--- src/rtl/alu_sequencer_if.sv ---
// alu_sequencer_if: instruction, ALU and result signals of alu_sequencer.
// ALU_SEQ_STATUS_EN adds the OpCount/ZeroCount status outputs.
interface alu_sequencer_if;
    logic        InstrValid;
    logic        InstrReady;
    logic [15:0] Instr;

    logic [7:0]  AluA;
    logic [7:0]  AluB;
    logic [2:0]  AluOp;
    logic [7:0]  AluResult;
    logic        AluZero;
    logic        AluCarry;

    logic        ResValid;
    logic        ResReady;
    logic [7:0]  ResData;
    logic        ResZero;
    logic        ResCarry;

`ifdef ALU_SEQ_STATUS_EN
    logic [15:0] OpCount;
    logic [15:0] ZeroCount;

    modport master (
        output InstrValid, Instr,
        input  InstrReady,
        input  AluA, AluB, AluOp,
        output AluResult, AluZero, AluCarry,
        input  ResValid, ResData, ResZero, ResCarry,
        output ResReady,
        input  OpCount, ZeroCount
    );

    modport slave (
        input  InstrValid, Instr,
        output InstrReady,
        output AluA, AluB, AluOp,
        input  AluResult, AluZero, AluCarry,
        output ResValid, ResData, ResZero, ResCarry,
        input  ResReady,
        output OpCount, ZeroCount
    );
`else
    modport master (
        output InstrValid, Instr,
        input  InstrReady,
        input  AluA, AluB, AluOp,
        output AluResult, AluZero, AluCarry,
        input  ResValid, ResData, ResZero, ResCarry,
        output ResReady
    );

    modport slave (
        input  InstrValid, Instr,
        output InstrReady,
        output AluA, AluB, AluOp,
        input  AluResult, AluZero, AluCarry,
        output ResValid, ResData, ResZero, ResCarry,
        input  ResReady
    );
`endif
endinterface

--- src/rtl/alu_sequencer.sv ---
// alu_sequencer: single-issue control stage feeding an 8-bit ALU, 4x8 register file.
// Define ALU_SEQ_STATUS_EN to add the OpCount/ZeroCount status counters.
module alu_sequencer #(
    parameter logic [7:0] REG_INIT = 8'h00
) (
    input logic            clk,
    input logic            reset,
    alu_sequencer_if.slave bus
);
    typedef enum logic [1:0] {
        IDLE = 2'd0,
        EXEC = 2'd1,
        WB   = 2'd2
    } state_t;

    state_t state;
    state_t state_next;

    logic [7:0] rf [4];

    logic [7:0] alu_a;
    logic [7:0] alu_b;
    logic [2:0] alu_op;
    logic [1:0] dst;

    logic [7:0] res_data;
    logic       res_zero;
    logic       res_carry;

    logic       is_imm;
    logic [1:0] imm_dst;
    logic [7:0] imm_val;
    logic [2:0] dec_op;
    logic [1:0] dec_dst;
    logic [1:0] dec_src_a;
    logic [1:0] dec_src_b;

    logic       instr_ready;
    logic       res_valid;
    logic       load_imm;
    logic       issue;
    logic       capture;

    assign is_imm    = bus.Instr[15];
    assign imm_dst   = bus.Instr[9:8];
    assign imm_val   = bus.Instr[7:0];
    assign dec_op    = bus.Instr[14:12];
    assign dec_dst   = bus.Instr[11:10];
    assign dec_src_a = bus.Instr[9:8];
    assign dec_src_b = bus.Instr[7:6];

    always_ff @(posedge clk or posedge reset) begin
        if (reset) begin
            state <= IDLE;
        end else begin
            state <= state_next;
        end
    end

    always_comb begin
        state_next = state;
        unique case (state)
            IDLE: begin
                if (bus.InstrValid && !is_imm) begin
                    state_next = EXEC;
                end
            end
            EXEC: begin
                state_next = WB;
            end
            WB: begin
                if (bus.ResReady) begin
                    state_next = IDLE;
                end
            end
            default: begin
                state_next = IDLE;
            end
        endcase
    end

    // InstrReady is forced low while reset is held, even though state is IDLE
    always_comb begin
        instr_ready = 1'b0;
        res_valid   = 1'b0;
        load_imm    = 1'b0;
        issue       = 1'b0;
        capture     = 1'b0;
        unique case (state)
            IDLE: begin
                instr_ready = !reset;
                load_imm    = bus.InstrValid && is_imm;
                issue       = bus.InstrValid && !is_imm;
            end
            EXEC: begin
                capture = 1'b1;
            end
            WB: begin
                res_valid = 1'b1;
            end
            default: begin
                instr_ready = 1'b0;
            end
        endcase
    end

    always_ff @(posedge clk or posedge reset) begin
        if (reset) begin
            for (int i = 0; i < 4; i++) begin
                rf[i] <= REG_INIT;
            end
        end else begin
            unique case (1'b1)
                load_imm: rf[imm_dst] <= imm_val;
                capture:  rf[dst]     <= bus.AluResult;
                default:  ;
            endcase
        end
    end

    // Operands latched at accept, so aliased Dst never disturbs the reads
    always_ff @(posedge clk or posedge reset) begin
        if (reset) begin
            alu_a  <= 8'h00;
            alu_b  <= 8'h00;
            alu_op <= 3'd0;
            dst    <= 2'd0;
        end else if (issue) begin
            alu_a  <= rf[dec_src_a];
            alu_b  <= rf[dec_src_b];
            alu_op <= dec_op;
            dst    <= dec_dst;
        end
    end

    always_ff @(posedge clk or posedge reset) begin
        if (reset) begin
            res_data  <= 8'h00;
            res_zero  <= 1'b0;
            res_carry <= 1'b0;
        end else if (capture) begin
            res_data  <= bus.AluResult;
            res_zero  <= bus.AluZero;
            res_carry <= bus.AluCarry;
        end
    end

`ifdef ALU_SEQ_STATUS_EN
    logic        retire;
    logic [15:0] op_count;
    logic [15:0] zero_count;

    assign retire = res_valid && bus.ResReady;

    always_ff @(posedge clk or posedge reset) begin
        if (reset) begin
            op_count   <= 16'd0;
            zero_count <= 16'd0;
        end else if (retire) begin
            op_count <= op_count + 16'd1;
            if (res_zero) begin
                zero_count <= zero_count + 16'd1;
            end
        end
    end

    assign bus.OpCount   = op_count;
    assign bus.ZeroCount = zero_count;
`endif

    assign bus.InstrReady = instr_ready;
    assign bus.AluA       = alu_a;
    assign bus.AluB       = alu_b;
    assign bus.AluOp      = alu_op;
    assign bus.ResValid   = res_valid;
    assign bus.ResData    = res_data;
    assign bus.ResZero    = res_zero;
    assign bus.ResCarry   = res_carry;
endmodule

--- src/flat_wrapper.sv ---
// flat-port wrapper written by rule: the top's interface ports become plain ports
module alu_sequencer_flat 
#(
    parameter logic [7:0] REG_INIT = 8'h00
)
  (clk, reset, bus_InstrValid, bus_Instr, bus_InstrReady, bus_AluA, bus_AluB, bus_AluOp, bus_AluResult, bus_AluZero, bus_AluCarry, bus_ResValid, bus_ResData, bus_ResZero, bus_ResCarry, bus_ResReady);
  alu_sequencer_if bus_i ();
  input logic clk;
  input logic reset;
  input wire logic [$bits(bus_i.InstrValid)-1:0] bus_InstrValid;
  input wire logic [$bits(bus_i.Instr)-1:0] bus_Instr;
  output wire logic [$bits(bus_i.InstrReady)-1:0] bus_InstrReady;
  output wire logic [$bits(bus_i.AluA)-1:0] bus_AluA;
  output wire logic [$bits(bus_i.AluB)-1:0] bus_AluB;
  output wire logic [$bits(bus_i.AluOp)-1:0] bus_AluOp;
  input wire logic [$bits(bus_i.AluResult)-1:0] bus_AluResult;
  input wire logic [$bits(bus_i.AluZero)-1:0] bus_AluZero;
  input wire logic [$bits(bus_i.AluCarry)-1:0] bus_AluCarry;
  output wire logic [$bits(bus_i.ResValid)-1:0] bus_ResValid;
  output wire logic [$bits(bus_i.ResData)-1:0] bus_ResData;
  output wire logic [$bits(bus_i.ResZero)-1:0] bus_ResZero;
  output wire logic [$bits(bus_i.ResCarry)-1:0] bus_ResCarry;
  input wire logic [$bits(bus_i.ResReady)-1:0] bus_ResReady;
  assign bus_i.InstrValid = bus_InstrValid;
  assign bus_i.Instr = bus_Instr;
  assign bus_InstrReady = bus_i.InstrReady;
  assign bus_AluA = bus_i.AluA;
  assign bus_AluB = bus_i.AluB;
  assign bus_AluOp = bus_i.AluOp;
  assign bus_i.AluResult = bus_AluResult;
  assign bus_i.AluZero = bus_AluZero;
  assign bus_i.AluCarry = bus_AluCarry;
  assign bus_ResValid = bus_i.ResValid;
  assign bus_ResData = bus_i.ResData;
  assign bus_ResZero = bus_i.ResZero;
  assign bus_ResCarry = bus_i.ResCarry;
  assign bus_i.ResReady = bus_ResReady;
  alu_sequencer #(.REG_INIT(REG_INIT)) u_core (.clk(clk), .reset(reset), .bus(bus_i));
endmodule
--- config.mk ---
export PLATFORM = sky130hd
export DESIGN_NAME = alu_sequencer_flat
export DESIGN_NICKNAME = d
export VERILOG_FILES = /design/src/rtl/alu_sequencer_if.sv /design/src/rtl/alu_sequencer.sv /design/src/flat_wrapper.sv
export SDC_FILE = /design/constraint.sdc
export NUM_CORES = 1
export LEC_CHECK = 0
export ABC_AREA = 1
export BUFFER_PORTS_ARGS = -buffer_cell sky130_fd_sc_hd__buf_4
export CORE_MARGIN = 2
export CORE_UTILIZATION = 53
export CTS_BUF_LIST = sky130_fd_sc_hd__clkbuf_4 sky130_fd_sc_hd__clkbuf_8
export DETAILED_ROUTE_END_ITERATION = 10
export PLACE_DENSITY = 0.79
export SYNTH_ARGS = -nofsm -noshare
export SYNTH_HDL_FRONTEND = slang
export SYNTH_SLANG_ARGS = --single-unit
--- constraint.sdc ---
create_clock -name clk -period 2.19 [get_ports clk]
set_input_delay 0.438 -clock clk [delete_from_list [all_inputs] [get_ports clk]]
set_output_delay 0.438 -clock clk [all_outputs]
set_load 0.03 [all_outputs]
# Yosys cells after proc, flatten, opt, wreduce, memory -nomap -nowiden
# Cells that the tools add are included.
totals:
  elab_cells: 54
  in_bits: 30
  reg_bits: 65
op_classes:
  reduce_logical: 9
  order_cmp: 5
  muxes: 21
  bitwise: 3
  eq_ne: 4
ops:
  columns: ["operator", "n"]
  rows:
  - ["32-bit bitwise mux", 2]
  - ["32-bit case mux with 2 select lines", 1]
  - ["8-bit 2-to-1 mux", 6]
  - ["8-bit binary-select mux with 2-bit select", 2]
  - ["8-bit demux with 2-bit select", 2]
  - ["3-bit greater-or-equal comparator, second input constant", 3]
  - ["2-bit inverter with 3-bit output", 3]
  - ["3-bit by 1-bit less-than comparator with 1-bit output, second input constant", 2]
  - ["2-bit case mux with 3 select lines", 1]
  - ["1-bit 2-to-1 mux", 5]
  - ["1-bit logical AND", 4]
  - ["2-bit 2-to-1 mux", 2]
  - ["2-bit by 1-bit equality test with 1-bit output, second input constant", 1]
  - ["2-bit equality test, second input constant", 1]
  - ["1-bit logical NOT", 2]
  - ["2-bit logical NOT", 1]
  - ["2-bit by 1-bit inequality test with 1-bit output, second input constant", 1]
  - ["2-bit inequality test, second input constant", 1]
  - ["2-bit AND reduction", 1]
  - ["2-bit nonzero test", 1]

# Logic depth before layout (Yosys ltp)
# Gate-level depths: netlist (run 1).
depth:
  depth_word: 7
  depth_mapped: 8
  mapped_depth_nobuf: 7

# Worst setup path before layout (run 1)
# OpenSTA, ideal clock, no wires.
synth_path:
  path_kind: "register to output"
  from: "register u_core.state[1]"
  to: "output port bus_InstrReady"
  path_buffers: 0
  path_stages_with_launch: 4
  slack_ps: 772
  arrival_time_ps: 980
  cell_sequence: "dfrtp_1 > inv_2 > nand2_1 > nor2_1"
synth_between:
  elab_chain_cells: 2
synth_rtl:
  columns: ["element", "line", "text"]
  rows:
  - ["start, declared", "alu_sequencer.sv:16", "state_t state;"]
  - ["start signal, assigned", "alu_sequencer.sv:56", "state <= state_next;"]
  - ["2-bit logical NOT", "alu_sequencer.sv:89", "unique case (state)"]
  - ["1-bit 2-to-1 mux", "alu_sequencer.sv:89", null]
  - ["end, declared", "flat_wrapper.sv:12", "output wire logic [$bits(bus_i.InstrReady)-1:0] bus_InstrReady;"]
# No other way between the ends.

# Final worst setup path (run 1)
layout_path:
  from: "register u_core.state[1]"
  to: "register u_core.rf[18] in the netlist's numbering"
layout_between:
  elab_chain_cells: 3
layout_rtl:
  columns: ["element", "line", "text"]
  rows:
  - ["2-bit by 1-bit equality test with 1-bit output or 2-bit logical NOT (tied branches)", "alu_sequencer.sv:89", null]
  - ["1-bit 2-to-1 mux", "alu_sequencer.sv:89", null]
  - ["32-bit case mux with 2 select lines or 2-bit nonzero test (tied branches)", null, null]
  - ["end signal, assigned by index", "alu_sequencer.sv:114", "load_imm: rf[imm_dst] <= imm_val;"]
  - ["end signal, assigned by index", "alu_sequencer.sv:115", "capture: rf[dst] <= bus.AluResult;"]
  - ["end, declared", "alu_sequencer.sv:19", "logic [7:0] rf [4];"]
# Several ways; a longest one is shown, not always the timed one.
# A chain may end at the register's enable or synchronous reset.

==> metrics.yaml, run 1 <==
status: "finished clean"
fin_area_um2: 4370
vdd_ir_drop_max_mv: 0.643
r2r_cells: 7
final_antenna_net_count: 0
ys.warnings.count: 0
crit_top_cell: "nand2_1"
syn_inst: 552
final_common_cell: "nand2_1"
netlist_area_um2: 3670
die_w_um: 87.3
crit_path_cell_trace: "inv_2, nand2_1, buf_4, nand3_1, nand2_1, nand2_1, nand2_1"
drc: 0
clkLatencyLatePin_ns: 0.36
portBuffers: 60
synth_fp_nets: 582
drtIter0Drc: 337
drt-total-wl_mm: 9.98
fp-row-count: 30
setup_tns_ns: 0
power_density_nw_per_um2: 952
clockBufferDepth: 2
io_pins: 61
htreeDepth: 3
final_cell_mix: "nand2_1 (291), nand3_1 (65), dfrtp_1 (65)"
crit_path_start: "u_core.state[1]$_DFFE_PP0P_"
n_fill_cell: 625
cts_resized: 0
top_layer: "met4"
wl_per_cell_um: 14.4
clk_pin_slew_ns: 0.07
cts_tree: "yes"
grt_max_degree: 66
drv_cap: 0
post-cts-setup-buffer-count: 0
hold_violations: 0
r2r_end: "u_core.rf[18]$_DFFE_PP0P_"
dpl-instance-area_um2: 4170
met3_length_um: 689
ys_types: 17
hp-class: "input port to async pin"
p_leak_nw: 2.47
numCtsBuffers: 9
r2r_slack_ns: 0.41
min_period_over_period_pct: 81.4
worst_pin_slew_ns: 0.577
cts_hold_buf: 0
cts.sinks: 65
core_um2: 6760
wl_met2_mm: 4.47
dp_hpwl_mm: 7.28
path_class: "register to register"
grt_pass1_wl_mm: 16.3
ys_seq_area_share_pct: 44.3
required_ns: 2.48
ys_ff_latch: 65
critPathArrivalTime_ns: 2.07
gp_congestion: 0.916
crit_end: "u_core.rf[18]$_DFFE_PP0P_"
grt_util_all_layers_pct: 27.9
start_util_pct: 54.4
fin_crit_ns: 1.78
final_layout_size_suffix_gt1_share_pct: 16.2
nets: 638
dr.pass1.iters: 5
wl_met1_mm: 4.55
viasPerCell: 5.34
max_freq_mhz: 561
startpoint_type: "register"
finalSetupViolations: 0
max_slew_margin_pct: 61.4
syn_avg_cell_area_um2: 6.66
diodes: 0
cpPeakStageDelay_ns: 0.43
die-area_um2: 7620
grt_pass1_vias: 3422
worstSetupEndpointType: "register"
antenna_found_initial: 0
synthToLayoutAreaGrowth_pct: 18.8
die_h_um: 87.3
root_buffer: "clkbuf_8"
cpMaxStageDelayCell: "nand2_1"
slew_violations: 0
cp_max_fo: 32
rsz0062_at_grt: "no"
globalRouteOverflowTotal: 0
vias: 3704
reg2reg_from: "u_core.state[1]$_DFFE_PP0P_"
clock_skew_ns: 0.0109
[cells by family after synthesis]
group	share of synthesized area [%]
buf+inv	6.95
flops	44.3
compound gates	6.09
simple gates	42.7
[registers in the layout (all words and copies together), names as in the netlist]
signal,count
u_core.bus.ResCarry,1
u_core.bus.ResZero,1
u_core.bus.AluA,8
u_core.bus.AluB,8
u_core.dst,2
u_core.state,2
u_core.bus.AluOp,3
u_core.bus.ResData,8
u_core.rf,32
[cells in the mapped netlist]
| library cell | instances | area share, % |
|---|---|---|
| dfrtp_1 | 65 | 44 |
| nand2_1 | 291 | 30 |
| inv_1 | 36 | 3.7 |
| nor2_4 | 1 | 0.31 |
| nor2_2 | 4 | 0.68 |
| nor3_4 | 1 | 0.44 |
| nand2_2 | 8 | 1.4 |
| clkinv_1 | 2 | 0.20 |
| o21ai_0 | 43 | 5.9 |
| nor2_1 | 13 | 1.3 |
| buf_6 | 2 | 0.61 |
| buf_4 | 1 | 0.20 |
| clkbuf_1 | 7 | 0.72 |
| nand3_1 | 65 | 8.9 |
| buf_2 | 9 | 1.2 |
| o21ai_2 | 1 | 0.24 |
| inv_2 | 3 | 0.31 |
[layout make-up]
type	instances	area [um2]	area share, %
Multi-Input combinational cell	427	1790	41.1
Sequential cell	65	1630	37.2
Timing Repair Buffer	64	493	11.3
Inverter	41	154	3.52
Clock buffer	11	145	3.32
Tap cell	80	100	2.29
Clock inverter	5	55.1	1.26
[worst max-delay path: cells and delay by family, from the launching register on]
family | cells | cell delay (ns)
flip-flops | 1 | 0.42
buffers and inverters | 2 | 0.48
AND/OR/NAND/NOR | 5 | 0.82
[layer usage]
layer / up-vias / track usage, %
met3: 24 / 5.21
met2: 163 / 42.7
met4: 0 / 9.93
li1: 1830 / -
met1: 1687 / 39.8
met5: - / 0
[power by group]
group          internal (W)  leakage [nW]  switching [W]  total (W)
clock              0.000565        0.0987       0.000471    0.00104
combinational      0.000483          1.51       0.000931    0.00141
sequential          0.00150         0.862       0.000211    0.00171
total               0.00254          2.47        0.00161    0.00416
[worst min-delay path by stage]
| stage | startpoint | end | slack, ns |
|---|---|---|---|
| 5_1_grt | reset | u_core.state[0]$_DFFE_PP0P_ | 0.19 |
| 3_5_place_dp | u_core.bus.AluOp[0]$_DFFE_PP0P_ | u_core.bus.AluOp[0]$_DFFE_PP0P_ | 0.46 |
| 2_1_floorplan | u_core.rf[10]$_DFFE_PP0P_ | u_core.rf[10]$_DFFE_PP0P_ | 0.48 |
| 6_report | reset | u_core.bus.ResData[6]$_DFFE_PP0P_ | 0.16 |
| 3_3_place_gp | u_core.bus.AluOp[1]$_DFFE_PP0P_ | u_core.bus.AluOp[1]$_DFFE_PP0P_ | 0.46 |
| 4_1_cts | reset | u_core.state[0]$_DFFE_PP0P_ | 0.17 |
[per-stage QoR]
step / cells / hold slack [ns] / worst slack (ns) / power (W) / utilization (%)
after floorplan: 552 / 0.476 / 0.126 / 0.00260 / -
after detailed placement: 677 / 0.460 / 0.463 / 0.00313 / 61.7
after global routing: 693 / 0.195 / 0.248 / 0.00440 / 64.6
after CTS: 693 / 0.167 / 0.444 / 0.00417 / 64.6
after global placement: 677 / 0.456 / 0.518 / 0.00310 / 61.7
final: 693 / 0.156 / 0.408 / 0.00416 / 64.6
Power figures use the tool's default switching activity.
==> run 2: changes to the inputs <==
==> constraint.sdc (replaced) <==
create_clock -name clk -period 1.6 [get_ports clk]
set_input_delay 0.32 -clock clk [delete_from_list [all_inputs] [get_ports clk]]
set_output_delay 0.32 -clock clk [all_outputs]
set_load 0.03 [all_outputs]
==> metrics.yaml, run 2 (synthesized netlist as in run 1, its figures left out) <==
min_period_over_period_pct: 94.6
critPathArrivalTime_ns: 1.19  # -0.88 ns
globalRouteOverflowTotal: 0  # unchanged
crit_end: "bus_InstrReady"
hp-class: "input port to async pin"
r2r_end: "u_core.rf[18]$_DFFE_PP0P_"
n_fill_cell: 606  # -3.0%
diodes: 0  # unchanged
p_leak_nw: 2.55  # +3.4%
pwr-share-seq_pct: 38.0  # -3.1 points
io_pins: 61  # unchanged
die-area_um2: 7620  # unchanged
nets: 649  # +1.7%
grt_util_all_layers_pct: 30.0  # +2.0 points
status: "finished clean"
final_antenna_net_count: 0  # unchanged
worstSetupEndpointType: "output port"
core_um2: 6760  # unchanged
cpMaxStageDelayCell: "dfrtp_1"
clk_pin_slew_ns: 0.08  # about the same
crit_path_start: "u_core.state[1]$_DFFE_PP0P_"
clock_skew_ns: 0.00816  # -0.00277 ns
power_frac_clock_pct: 28.8  # +3.9 points
numCtsBuffers: 9  # unchanged
required_ns: 1.28  # -1.20 ns
fin_crit_ns: 1.51
setup_tns_ns: 0  # unchanged
vdd_ir_drop_max_mv: 0.659  # +2.5%
drv_cap: 0  # unchanged
max_freq_mhz: 661
die_w_um: 87.3  # unchanged
reg2reg_from: "u_core.state[1]$_DFFE_PP0P_"
die_h_um: 87.3  # unchanged
rsz0062_at_grt: "yes"
fin_util_pct: 67.2  # +2.5 points
fp-row-count: 30  # unchanged
gp_congestion: 0.996  # +8.8%
p_sw_share_pct: 36.7  # -2.1 points
final_common_cell: "nand2_1"
crit_path_cell_trace: "inv_2, nand2_2, nor2_1, buf_4"
grt_pass1_wl_mm: 17.5  # +7.3%
internal-power_w: 0.00386  # +52%
cpPeakStageDelay_ns: 0.42  # about the same
drt-total-wl_mm: 10.6  # +6.3%
synthToLayoutAreaGrowth_pct: 23.5
wl_per_cell_um: 15.1  # +4.6%
vias: 3919  # +5.8%
start_util_pct: 54.4  # unchanged
drtIter0Drc: 344  # +2.1%
viasPerCell: 5.57  # +4.2%
finalSetupViolations: 0  # unchanged
power_density_nw_per_um2: 1340  # +41%
regArea_um2: 1630  # unchanged
fin_area_um2: 4540  # +3.9%
switchingPower_w: 0.00224  # +39%
worst_pin_slew_ns: 0.555  # -0.0219 ns
dr.pass1.iters: 5  # unchanged
clockBufferDepth: 2  # unchanged
max_slew_margin_pct: 62.9  # +1.5 points
grt_pass1_vias: 3564  # +4.1%
htreeDepth: 3  # unchanged
final_cell_mix: "nand2_1 (289), buf_4 (72), nand3_1 (65), dfrtp_1 (65), o21ai_0 (43)"
antenna_found_initial: 0  # unchanged
combinationalPowerShare_pct: 33.2  # -0.8 points
path_class: "register to output port"
final_layout_size_suffix_gt1_share_pct: 18.4  # +2.3 points
startpoint_type: "register"
cts_hold_buf: 0  # unchanged
slew_violations: 0  # unchanged
drc: 0  # unchanged
cts.sinks: 65  # unchanged
cts_tree: "yes"
grt_max_degree: 37  # -44%
r2r_cells: 8  # +1
root_buffer: "clkbuf_8"
multiInputGateArea_um2: 1810  # +0.70%
hold_violations: 0  # unchanged
r2r_slack_ns: 0.09  # -0.32 ns
cp_max_fo: 4  # -88%
largest_reg_flops: 32  # unchanged
dp_hpwl_mm: 7.83  # +7.6%
clkLatencyLatePin_ns: 0.35  # about the same
dpl-instance-area_um2: 4270  # +2.5%
portBuffers: 60  # unchanged
largest_register: "u_core.rf"
==> run 2: changes by cell type in the layout (fill, tap and decap cells not counted) <==
cell | before | now
buf_4 | 63 | 72
nor2_1 | 13 | 10
nor2_2 | 4 | 7
buf_12 | 1 | 3
bufinv_16 | 1 | 3
nand2_1 | 291 | 289
nand2_2 | 8 | 10
clkinv_2 | 2 | 1
inv_2 | 4 | 3
==> run 2: worst min-delay path by stage <==
stage	end	cells past startpoint
global route	u_core.rf[7]$_DFFE_PP0P_	2
floorplan	u_core.state[1]$_DFFE_PP0P_	1
global placement	u_core.rf[24]$_DFFE_PP0P_	2
finish	u_core.rf[7]$_DFFE_PP0P_	2
CTS	u_core.rf[3]$_DFFE_PP0P_	2
detailed placement	u_core.rf[24]$_DFFE_PP0P_	2
==> run 2: metrics by stage <==
stage	std cells	worst slack (ns)	hold slack (ns)	power (W)
floorplan	552	0.300	0.427	0.00356
CTS	703	0.0419	0.0371	0.00610
global route	704	-0.00113	0.0555	0.00644
finish	704	0.0864	0.0301	0.00609
global placement	687	0.146	0.412	0.00430
detailed placement	687	0.0913	0.413	0.00434
==> run 2: critical path, delay by kind of cell, from the launching register on <==
kind	cells	cell delay, ns
flip-flops	1	0.42
AND/OR/NAND/NOR	2	0.16
buffers and inverters	2	0.26
==> run 2: area by class of cell <==
cell class / count / area share, %
Multi-Input combinational cell: 427 / 39.8
Sequential cell: 65 / 35.8
Timing Repair Buffer: 75 / 13.2
Inverter: 41 / 3.47
Clock buffer: 11 / 3.20
Clock inverter: 5 / 2.26
Tap cell: 80 / 2.21
==> run 2: power groups by stage <==
stage	registers, W	logic (W)	clock network (W)
global route	0.00236	0.00223	0.00184
finish	0.00232	0.00202	0.00176
floorplan	0.00270	0.000864	0
detailed placement	0.00234	0.00200	0
CTS	0.00231	0.00201	0.00178
global placement	0.00232	0.00198	0
==> run 2: per-layer routing <==
layer	wire length (um)	GRT usage [%]
met5	0	0
met3	910	4.45
met1	4550	42.8
met2	4890	45.7
met4	255	12.0
==> run 2: repair_timing <==
action                                  CTS  global route
endpoints found under the setup margin    0            19
hold endpoints to repair                  0             0
resized for setup                         0             5
buffers inserted                          0             1
